$ cat src/rtl/control_sequencer_pkg.sv
// Shared CPU definitions: opcodes, ALU operation codes, control-step
// encoding and the instruction-class one-hot layout. Used by the control
// sequencer and the ALU so that both agree on every code.
package cpu_defs;

    // Opcodes carried in ir[31:27]
    localparam logic [4:0] OP_LD   = 5'b00000;
    localparam logic [4:0] OP_LDI  = 5'b00001;
    localparam logic [4:0] OP_ST   = 5'b00010;
    localparam logic [4:0] OP_ADD  = 5'b00011;
    localparam logic [4:0] OP_SUB  = 5'b00100;
    localparam logic [4:0] OP_AND  = 5'b01001;
    localparam logic [4:0] OP_OR   = 5'b01010;
    localparam logic [4:0] OP_ADDI = 5'b01011;
    localparam logic [4:0] OP_ANDI = 5'b01100;
    localparam logic [4:0] OP_ORI  = 5'b01101;
    localparam logic [4:0] OP_MUL  = 5'b01110;
    localparam logic [4:0] OP_DIV  = 5'b01111;
    localparam logic [4:0] OP_NEG  = 5'b10000;
    localparam logic [4:0] OP_NOT  = 5'b10001;
    localparam logic [4:0] OP_BR   = 5'b10010;
    localparam logic [4:0] OP_MFHI = 5'b10111;
    localparam logic [4:0] OP_MFLO = 5'b11000;
    localparam logic [4:0] OP_NOP  = 5'b11001;
    localparam logic [4:0] OP_HALT = 5'b11010;

    // ALU operation codes: the ALU decodes the same values as the opcodes,
    // so arithmetic steps simply forward the opcode. Address and branch
    // target computations always use ALU_ADD.
    localparam logic [4:0] ALU_ADD  = OP_ADD;
    localparam logic [4:0] ALU_SUB  = OP_SUB;
    localparam logic [4:0] ALU_AND  = OP_AND;
    localparam logic [4:0] ALU_OR   = OP_OR;
    localparam logic [4:0] ALU_ADDI = OP_ADDI;
    localparam logic [4:0] ALU_ANDI = OP_ANDI;
    localparam logic [4:0] ALU_ORI  = OP_ORI;
    localparam logic [4:0] ALU_MUL  = OP_MUL;
    localparam logic [4:0] ALU_DIV  = OP_DIV;
    localparam logic [4:0] ALU_NEG  = OP_NEG;
    localparam logic [4:0] ALU_NOT  = OP_NOT;

    // Control-step encoding
    localparam logic [3:0] ST_RST  = 4'd0;
    localparam logic [3:0] ST_T0   = 4'd1;
    localparam logic [3:0] ST_T1   = 4'd2;
    localparam logic [3:0] ST_T2   = 4'd3;
    localparam logic [3:0] ST_T3   = 4'd4;
    localparam logic [3:0] ST_T4   = 4'd5;
    localparam logic [3:0] ST_T5   = 4'd6;
    localparam logic [3:0] ST_T6   = 4'd7;
    localparam logic [3:0] ST_T7   = 4'd8;
    localparam logic [3:0] ST_HALT = 4'd9;

    // Instruction-class one-hot bit positions
    localparam int CLS_W      = 12;
    localparam int CLS_LD     = 0;   // ld
    localparam int CLS_LDI    = 1;   // ldi
    localparam int CLS_ST     = 2;   // st
    localparam int CLS_RR     = 3;   // add, sub, and, or
    localparam int CLS_IMM    = 4;   // addi, andi, ori
    localparam int CLS_MULDIV = 5;   // mul, div
    localparam int CLS_UNARY  = 6;   // neg, not
    localparam int CLS_BR     = 7;   // br
    localparam int CLS_MFHI   = 8;   // mfhi
    localparam int CLS_MFLO   = 9;   // mflo
    localparam int CLS_NOP    = 10;  // nop and every undefined opcode
    localparam int CLS_HALT   = 11;  // halt

    typedef logic [CLS_W-1:0] cls_t;

endpackage

$ cat src/rtl/control_sequencer_opcode_decoder.sv
// Opcode decoder: maps the 5-bit opcode onto a one-hot instruction class.
// Any opcode without a defined meaning lands in the nop class.
module opcode_decoder
    import cpu_defs::*;
(
    input  logic [4:0] opcode,
    output cls_t       cls
);

    // One-hot class select; exactly one bit is always set
    always_comb begin
        cls = '0;
        case (opcode)
            OP_LD:                          cls[CLS_LD]     = 1'b1;
            OP_LDI:                         cls[CLS_LDI]    = 1'b1;
            OP_ST:                          cls[CLS_ST]     = 1'b1;
            OP_ADD, OP_SUB, OP_AND, OP_OR:  cls[CLS_RR]     = 1'b1;
            OP_ADDI, OP_ANDI, OP_ORI:       cls[CLS_IMM]    = 1'b1;
            OP_MUL, OP_DIV:                 cls[CLS_MULDIV] = 1'b1;
            OP_NEG, OP_NOT:                 cls[CLS_UNARY]  = 1'b1;
            OP_BR:                          cls[CLS_BR]     = 1'b1;
            OP_MFHI:                        cls[CLS_MFHI]   = 1'b1;
            OP_MFLO:                        cls[CLS_MFLO]   = 1'b1;
            OP_HALT:                        cls[CLS_HALT]   = 1'b1;
            default:                        cls[CLS_NOP]    = 1'b1;
        endcase
    end

endmodule

$ cat src/rtl/control_sequencer.sv
// Hardwired control sequencer. Steps through fetch (T0..T2) and the
// per-class execute steps (T3..T7), producing a Moore decode of the
// current step and opcode. Reset is asynchronous: dropping clear forces
// RST immediately, which drives every control output to 0 in the same
// cycle so no partial register load or memory write can escape.
// state_dbg mirrors the current step for observation.
module control_sequencer
    import cpu_defs::*;
(
    input  logic        clock,
    input  logic        clear,
    input  logic [31:0] ir,
    input  logic        con_ff,
    output logic        Gra,
    output logic        Grb,
    output logic        Grc,
    output logic        Rin,
    output logic        Rout,
    output logic        BAout,
    output logic        PCin,
    output logic        IRin,
    output logic        Yin,
    output logic        HIin,
    output logic        LOin,
    output logic        MARin,
    output logic        MDRin,
    output logic        ZHIin,
    output logic        ZLOin,
    output logic        CONin,
    output logic        PCout,
    output logic        MDRout,
    output logic        ZHighout,
    output logic        Zlowout,
    output logic        HIout,
    output logic        LOout,
    output logic        Cout,
    output logic        Read,
    output logic        Write,
    output logic        IncPC,
    output logic [4:0]  alu_op,
    output logic        run,
    output logic [3:0]  state_dbg
);

    logic [3:0] state;
    logic [3:0] next_state;
    logic [4:0] opcode;
    cls_t       cls;
    logic       unused_ir;

    assign opcode    = ir[31:27];
    assign unused_ir = ^ir[26:0];
    assign state_dbg = state;

    opcode_decoder u_opcode_decoder (
        .opcode (opcode),
        .cls    (cls)
    );

    // Step register; clear overrides everything asynchronously
    always_ff @(posedge clock or negedge clear) begin
        if (!clear) begin
            state <= ST_RST;
        end else begin
            state <= next_state;
        end
    end

    // Step sequencing: each class leaves the execute phase after its last step
    always_comb begin
        next_state = ST_RST;
        case (state)
            ST_RST:  next_state = ST_T0;
            ST_T0:   next_state = ST_T1;
            ST_T1:   next_state = ST_T2;
            ST_T2: begin
                if (cls[CLS_HALT])     next_state = ST_HALT;
                else if (cls[CLS_NOP]) next_state = ST_T0;
                else                   next_state = ST_T3;
            end
            ST_T3:   next_state = (cls[CLS_MFHI] || cls[CLS_MFLO]) ? ST_T0 : ST_T4;
            ST_T4:   next_state = cls[CLS_UNARY] ? ST_T0 : ST_T5;
            ST_T5:   next_state = (cls[CLS_RR] || cls[CLS_IMM] || cls[CLS_LDI])
                                  ? ST_T0 : ST_T6;
            ST_T6:   next_state = (cls[CLS_MULDIV] || cls[CLS_BR]) ? ST_T0 : ST_T7;
            ST_T7:   next_state = ST_T0;
            ST_HALT: next_state = ST_HALT;
            default: next_state = ST_RST;
        endcase
    end

    // Control decode of step and class; anything not named stays 0
    always_comb begin
        Gra = 1'b0;  Grb = 1'b0;  Grc = 1'b0;  Rin = 1'b0;  Rout = 1'b0;
        BAout = 1'b0;
        PCin = 1'b0;  IRin = 1'b0;  Yin = 1'b0;  HIin = 1'b0;  LOin = 1'b0;
        MARin = 1'b0; MDRin = 1'b0; ZHIin = 1'b0; ZLOin = 1'b0; CONin = 1'b0;
        PCout = 1'b0; MDRout = 1'b0; ZHighout = 1'b0; Zlowout = 1'b0;
        HIout = 1'b0; LOout = 1'b0; Cout = 1'b0;
        Read = 1'b0;  Write = 1'b0; IncPC = 1'b0;
        alu_op = 5'b00000;
        run = (state != ST_RST) && (state != ST_HALT);
        case (state)
            ST_T0: begin
                PCout = 1'b1; MARin = 1'b1; IncPC = 1'b1; ZLOin = 1'b1;
            end
            ST_T1: begin
                Zlowout = 1'b1; PCin = 1'b1; Read = 1'b1; MDRin = 1'b1;
            end
            ST_T2: begin
                MDRout = 1'b1; IRin = 1'b1;
            end
            ST_T3: begin
                if (cls[CLS_RR] || cls[CLS_IMM]) begin
                    Grb = 1'b1; Rout = 1'b1; Yin = 1'b1;
                end
                if (cls[CLS_LD] || cls[CLS_LDI] || cls[CLS_ST]) begin
                    Grb = 1'b1; BAout = 1'b1; Yin = 1'b1;
                end
                if (cls[CLS_MULDIV]) begin
                    Gra = 1'b1; Rout = 1'b1; Yin = 1'b1;
                end
                if (cls[CLS_UNARY]) begin
                    Grb = 1'b1; Rout = 1'b1; ZLOin = 1'b1; alu_op = opcode;
                end
                if (cls[CLS_BR]) begin
                    Gra = 1'b1; Rout = 1'b1; CONin = 1'b1;
                end
                if (cls[CLS_MFHI]) begin
                    HIout = 1'b1; Gra = 1'b1; Rin = 1'b1;
                end
                if (cls[CLS_MFLO]) begin
                    LOout = 1'b1; Gra = 1'b1; Rin = 1'b1;
                end
            end
            ST_T4: begin
                if (cls[CLS_RR]) begin
                    Grc = 1'b1; Rout = 1'b1; ZLOin = 1'b1; alu_op = opcode;
                end
                if (cls[CLS_IMM]) begin
                    Cout = 1'b1; ZLOin = 1'b1; alu_op = opcode;
                end
                if (cls[CLS_LD] || cls[CLS_LDI] || cls[CLS_ST]) begin
                    Cout = 1'b1; ZLOin = 1'b1; alu_op = ALU_ADD;
                end
                if (cls[CLS_MULDIV]) begin
                    Grb = 1'b1; Rout = 1'b1; ZLOin = 1'b1; ZHIin = 1'b1;
                    alu_op = opcode;
                end
                if (cls[CLS_UNARY]) begin
                    Zlowout = 1'b1; Gra = 1'b1; Rin = 1'b1;
                end
                if (cls[CLS_BR]) begin
                    PCout = 1'b1; Yin = 1'b1;
                end
            end
            ST_T5: begin
                if (cls[CLS_RR] || cls[CLS_IMM] || cls[CLS_LDI]) begin
                    Zlowout = 1'b1; Gra = 1'b1; Rin = 1'b1;
                end
                if (cls[CLS_LD] || cls[CLS_ST]) begin
                    Zlowout = 1'b1; MARin = 1'b1;
                end
                if (cls[CLS_MULDIV]) begin
                    Zlowout = 1'b1; LOin = 1'b1;
                end
                if (cls[CLS_BR]) begin
                    Cout = 1'b1; ZLOin = 1'b1; alu_op = ALU_ADD;
                end
            end
            ST_T6: begin
                if (cls[CLS_LD]) begin
                    Read = 1'b1; MDRin = 1'b1;
                end
                // Store data goes onto the bus from the register file, not memory
                if (cls[CLS_ST]) begin
                    Gra = 1'b1; Rout = 1'b1; MDRin = 1'b1;
                end
                if (cls[CLS_MULDIV]) begin
                    ZHighout = 1'b1; HIin = 1'b1;
                end
                // Branch target is committed only when the condition holds
                if (cls[CLS_BR]) begin
                    Zlowout = 1'b1; PCin = con_ff;
                end
            end
            ST_T7: begin
                if (cls[CLS_LD]) begin
                    MDRout = 1'b1; Gra = 1'b1; Rin = 1'b1;
                end
                if (cls[CLS_ST]) begin
                    Write = 1'b1;
                end
            end
            default: ;
        endcase
    end

endmodule

$ cat config.mk
export PLATFORM = sky130hd
export DESIGN_NAME = control_sequencer
export DESIGN_NICKNAME = d
export VERILOG_FILES = /design/src/rtl/control_sequencer_pkg.sv /design/src/rtl/control_sequencer_opcode_decoder.sv /design/src/rtl/control_sequencer.sv
export SDC_FILE = /design/constraint.sdc
export NUM_CORES = 1
export LEC_CHECK = 0
export CORE_ASPECT_RATIO = 1.5
export CORE_MARGIN = 3
export CORE_UTILIZATION = 36
export DETAILED_ROUTE_END_ITERATION = 16
export HOLD_SLACK_MARGIN = 0.02
export PLACE_DENSITY = 0.81
export SLEW_MARGIN = 20
export SYNTH_ARGS = -nofsm -noshare
export SYNTH_HDL_FRONTEND = slang
export SYNTH_SLANG_ARGS = --single-unit
$ cat constraint.sdc
create_clock -name clock -period 2.6 [get_ports clock]
set_input_delay 0.65 -clock clock [delete_from_list [all_inputs] [get_ports clock]]
set_output_delay 0.65 -clock clock [all_outputs]
set_load 0.05 [all_outputs]
## Yosys cells after proc, flatten, opt, wreduce, memory -nomap -nowiden

Cells that the tools add are included.

- Register bits after elaboration: 4
- Input bits: 35
- Logic and storage cells: 127

- Eq/ne operators: 27
- Muxes and demuxes: 82
- Reductions and logical operators: 17

Operators with widths:

| kind | number |
|---|---|
| $mux W1 | 54 |
| $pmux W4 S9 | 1 |
| $eq A5 B4 Y1 const B | 7 |
| $eq A5 B5 Y1 const B | 6 |
| $mux W5 | 5 |
| $pmux W1 S2 | 9 |
| $reduce_or A18 Y1 | 1 |
| $eq A4 B3 Y1 const B | 4 |
| $pmux W5 S3 | 1 |
| $mux W3 | 4 |
| $pmux W1 S4 | 3 |
| $eq A5 B2 Y1 const B | 2 |
| $eq A4 B2 Y1 const B | 2 |
| $eq A4 B4 Y1 const B | 2 |
| $mux W4 | 2 |
| $logic_or A1 B1 Y1 | 7 |
| $reduce_or A2 Y1 | 3 |
| $eq A5 B1 Y1 const B | 1 |
| $eq A5 B3 Y1 const B | 1 |
| $logic_not A5 Y1 | 1 |
| $pmux W1 S5 | 1 |
| $eq A4 B1 Y1 const B | 1 |
| $logic_not A4 Y1 | 1 |
| $ne A4 B4 Y1 const B | 1 |
| other kinds (6) | 6 |

## Logic depth before layout (Yosys ltp)

- Word-level depth: 9
- Mapped depth: 7
- Gate-level depth less buffers: 5

## Cells and area by module

From an unflattened synthesis, not the netlist that was laid out.

- Cell total of the unflattened synthesis: 149
- Area, all modules: 1,004.7 sq um

By module, submodules not included:

| module | times used | cells each | area each (sq um) | sequential area each (sq um) |
|---|---|---|---|---|
| control_sequencer | 1 | 111 | 730.7 | 100.1 |
| opcode_decoder | 1 | 38 | 274.0 | 0.0 |

## Worst setup path before layout

No wires, ideal clock.

- Path kind: register -> output
- Start point: register state[3], in the netlist state_dbg[3]
- End point: output alu_op[3]
- Arrival time: 3.613 ns
- Data required time: 1.950 ns
- Path slack: -1.663 ns
- Cell stages (with the launch flop): 5
- Path through: dfrtp_1 -> buf_6 -> nand4bb_1 -> clkbuf_1 -> a2111oi_0

- Word-level cells in the longest chain between the ends: 2
- Elaborated cells on any way between the ends: 4
- Those cells by class: eq/ne (3); mux (1)

Ends and longest elaborated chain:

| what | line | source |
|---|---|---|
| from (decl) | control_sequencer.sv:45 | `logic [3:0] state;` |
| from (signal assigned) | control_sequencer.sv:65 | `state <= next_state;` |
| $eq A4 B3 Y1 | control_sequencer.sv:103 | `case (state)` |
| $pmux W5 S3 (*) | control_sequencer.sv:103 |  |
| to (decl) | control_sequencer.sv:40 | `output logic [4:0] alu_op,` |

Every way passes the cells marked *; elsewhere a longest branch is shown, timed or not.

## Worst setup path after layout

- Start point: input ir[30]
- End point: output MDRin

- Word-level cells in the longest chain between the ends: 5
- Elaborated cells on any way between the ends: 7
- Those cells by class: eq/ne (1); mux (5); reduce/logical (1)

Ends and longest elaborated chain:

| what | line | source |
|---|---|---|
| from (decl) | control_sequencer.sv:12 | `input logic [31:0] ir,` |
| $logic_not A5 Y1 | control_sequencer_opcode_decoder.sv:13 | `case (opcode)` |
| $mux W1 | control_sequencer_opcode_decoder.sv:13 |  |
| $mux W1 | control_sequencer.sv:172 | `if (cls[CLS_LD]) begin` |
| $mux W1 (*) | control_sequencer.sv:176 | `if (cls[CLS_ST]) begin` |
| $pmux W1 S2 (*) | control_sequencer.sv:103 |  |
| to (decl) | control_sequencer.sv:26 | `output logic MDRin,` |

Marked as above.

==> Implementation_results.wiki <==
{| class="wikitable"
! Metric !! Value
|-
| CP Launch Point || ir[30]
|-
| Most frequent cells in the layout || 50 x sky130_fd_sc_hd__buf_4, 28 x sky130_fd_sc_hd__buf_12, 13 x sky130_fd_sc_hd__nor2_1, 10 x sky130_fd_sc_hd__a21oi_1, 10 x sky130_fd_sc_hd__nand2_1
|-
| Worst-case setup slack after placement || -0.445 ns
|-
| Wire length of the first global-routing pass || ~8.5 mm
|-
| Worst Setup End Kind || output pin
|-
| Cell Area, Synth || ~0.0011 mm²
|-
| Core box area || 0.00273 mm²
|-
| Antenna Violating Nets Remaining || 0
|-
| Clock-pin transition on the worst setup and hold timing paths || 0.05 ns
|-
| Count of antenna diodes in the layout || 0
|-
| Maximum level of the CTS H-tree || 1
|-
| Gr usage total || 0.306
|-
| HPWL after DPL || 3.75 mm
|-
| Startpoint of the worst-slack reg-to-reg timing path || state_dbg[3]$_DFF_PN0_
|-
| Internal power of the cells || 0.000868 W
|-
| Seq/Total Area, Yosys || 0.0949
|-
| Hold Buf Count CTS || 0
|-
| Synth top area cells || sky130_fd_sc_hd__dfrtp_1 9.5%, sky130_fd_sc_hd__nor2_1 6.4%, sky130_fd_sc_hd__o21ai_0 6.2%, sky130_fd_sc_hd__nor3_1 5.2%, sky130_fd_sc_hd__a21oi_1 4.7%
|-
| Achievable clock frequency || 371 MHz
|-
| Storage cell area || 104 µm²
|-
| Later-pin clock latency in the skew report || between 0.2 and 0.25 ns
|-
| Post-synthesis to final-layout area growth || 118%
|-
| Kind of launch point of the worst setup path || input port
|-
| Die width || 50.2 µm
|-
| Fill cell count || between 100 and 150
|-
| CP peak stage delay || 0.20 ns
|-
| Sequential share of power || 0.081
|-
| Synthesized netlist cell count || 161
|-
| Avg WL per Cell || roughly 22 µm
|-
| Starting density of the core || 0.386
|-
| Relative slew slack || 0.646
|-
| Hold Violations, Final || 0
|-
| Yosys warns || 0
|-
| PnR Total Power || 0.00201 W
|-
| # clock sinks || 4
|-
| Via count || about 1800
|-
| RD Place Congestion || 1.03
|-
| Flip-flop and latch count after synthesis || 4
|-
| Number of buffers added on ports || 43
|-
| Req. time, crit path || 1.95 ns
|-
| Remaining Overflow, GRT || 0
|-
| Final #Nets || 278
|-
| Post-synthesis average cell area || 6.55 µm²
|-
| Class of the tightest hold or removal check || input port to async pin
|-
| Die outline area || 0.00363 mm²
|-
| Flip-flop count of the largest register, all copies and words added || 4
|-
| Startpoint-to-endpoint class of the critical path || input port to output pin
|-
| Final Cycle Share || 1.04
|-
| Arrival time reported for the critical path endpoint || approximately 2.1 ns
|-
| Overall die height || approximately 72 µm
|-
| TritonCTS clock tree || built
|-
| Maximum count of clock buffers along a single path || 2
|-
| Drt pass-1 iters || 5
|-
| Area taken by multi-input logic gates || 985 µm²
|-
| Most common library cell in the layout ignoring fill and taps || sky130_fd_sc_hd__buf_4
|-
| Final setup violation count || 6
|-
| Number of max-slew violations in the final report || 0
|-
| Async set-or-reset flop fraction in the synthesized netlist || 1.00
|-
| Unrepaired setup endpoints after global routing || yes
|-
| First-iteration detailed-routing DRC count || 213
|-
| Count of different cell masters after synthesis || between 40 and 50
|-
| CP dominant cell by count || sky130_fd_sc_hd__nor2_1
|-
| Maximum vdd ir drop || 0.762 mV
|-
| Cell at the root of the clock tree || sky130_fd_sc_hd__clkbuf_8
|-
| Slack of the critical path || -0.0982 ns
|-
| Maximum fanout along the worst path || 8
|-
| Synthesized net count || 196
|-
| CP Cell Sequence || buf_6 -> buf_4 -> nor3_4 -> nand3_1 -> buf_4 -> nor2_1 -> nor2_1 -> nor2_1 -> buf_12
|-
| Total DRC errors in the routed layout || 0
|-
| Power share of the combinational group || 0.841
|-
| Maximum number of pins on one net before global-route repair || 15
|-
| CTS buffer count || 3
|-
| Violations in the final reports || negative setup slack
|-
| Ys flop type || sky130_fd_sc_hd__dfrtp_1
|-
| Highest-delay cell along the critical path || sky130_fd_sc_hd__nor3_4
|-
| Run status || finished with violations
|-
| Total Routed Length || 6.07 mm
|-
| Vias per cell || 6.33
|-
| Clk_skew || 0.00939 ns
|-
| Clock share of power || 0.079
|-
| Cell type with the highest aggregate area in the netlist || sky130_fd_sc_hd__dfrtp_1
|-
| Count of flip-flops with a built-in enable after synthesis || 0
|-
| Power per cell area || 877 mW/mm²
|-
| LEAKAGE || 1.00 nW
|-
| # rows || 23
|-
| Ports || between 70 and 80
|-
| Share of post-route cells with drive strength above 1 || 0.545
|-
| Proportion of netlist area held by the largest area contributor || 0.0949
|-
| Proportion of total power due to net switching || 0.569
|-
| Initial antenna violation count || 0
|-
| Vias in the first global route || 1764
|-
| Net Switching || 0.00115 W
|-
| Transition time at the pin with the least slew margin || 0.529 ns
|-
| Time the final worst path needs with I/O delays and setup || 2.70 ns
|-
| Number of max-cap violations || 0
|}
## routing by layer
layer	track usage	vias to the layer above	routed length, µm
li1	-	747	-
met1	0.295	792	2050
met2	0.561	179	3110
met3	0.0431	48	541
met4	0.246	0	379
met5	0	-	0
## synthesized netlist by cell type (3+ instances only)
master	instances
sky130_fd_sc_hd__a22oi_1	4
sky130_fd_sc_hd__inv_1	9
sky130_fd_sc_hd__nand3_1	8
sky130_fd_sc_hd__nand4_1	3
sky130_fd_sc_hd__or3_1	4
sky130_fd_sc_hd__or2_2	3
sky130_fd_sc_hd__mux2i_1	3
sky130_fd_sc_hd__nor2_1	18
sky130_fd_sc_hd__nor3_1	11
sky130_fd_sc_hd__buf_6	4
sky130_fd_sc_hd__a21oi_1	10
sky130_fd_sc_hd__o22ai_1	3
sky130_fd_sc_hd__nor2b_1	5
sky130_fd_sc_hd__nand2_1	12
sky130_fd_sc_hd__buf_2	6
sky130_fd_sc_hd__a31oi_1	3
sky130_fd_sc_hd__dfrtp_1	4
sky130_fd_sc_hd__o21ai_0	13
sky130_fd_sc_hd__clkbuf_1	4
## timing repair
| action | 4_1_cts | 5_1_grt |
|---|---|---|
| setup endpoints to repair | 29 | 17 |
| endpoints found under the hold margin | 0 | 0 |
| setup buffers | 6 | 0 |
| gates resized for setup | 29 | 16 |
| gates cloned | 0 | 0 |
| pin swaps | 8 | 5 |
## kinds of logic after synthesis
kind of cell / count (synthesis) / share of synthesized area
AO/OA/AOI/OAI: 47 / 0.301
XOR/XNOR: 3 / 0.0249
buffers and inverters: 25 / 0.132
flip-flops: 4 / 0.0949
multiplexers: 3 / 0.0285
AND/OR/NAND/NOR: 79 / 0.419
## critical path, delay by kind of cell
family        cells  cell delay, ns
simple gates      5            0.78
buf+inv           4            0.62
## final cells by class
cell class,count,area share
flip-flops and latches,4,0.0452
clock buffers,4,0.0196
repair buffers,93,0.472
well taps,37,0.0202
multi-input cells,132,0.429
inverters,9,0.0147
## path summary, 6_finish.rpt
kind	end	slack (ns)	cells past startpoint
max	MDRin	-0.1	9
min	state_dbg[3]$_DFF_PN0_	0.63	1
max reg2reg	state_dbg[0]$_DFF_PN0_	0.84	6
min reg2reg	state_dbg[1]$_DFF_PN0_	0.67	1
max in group asynchronous	state_dbg[0]$_DFF_PN0_	1.75	1
min in group clock	state_dbg[1]$_DFF_PN0_	0.67	1
## power groups by stage
stage          Clock (W)  Combinational, W  Sequential (W)
2_1_floorplan          0          0.000881        0.000204
3_3_place_gp           0           0.00152        0.000139
3_5_place_dp           0           0.00157        0.000144
4_1_cts         0.000146           0.00162        0.000148
5_1_grt         0.000164           0.00174        0.000167
6_report        0.000158           0.00169        0.000163
## through the flow
step	cell area, µm²	cells	setup TNS, ns	utilization	hold WS [ns]
after detailed placement	2130	269	-8.19	0.780	0.594
after global routing	2300	279	-0.629	0.840	0.632
after global placement	2130	269	-7.04	0.780	0.582
after floorplan	1160	161	-0.983	-	0.354
final	2300	279	-0.281	0.840	0.632
after CTS	2250	279	-0.121	0.823	0.610
Power figures use the tool's default switching activity.
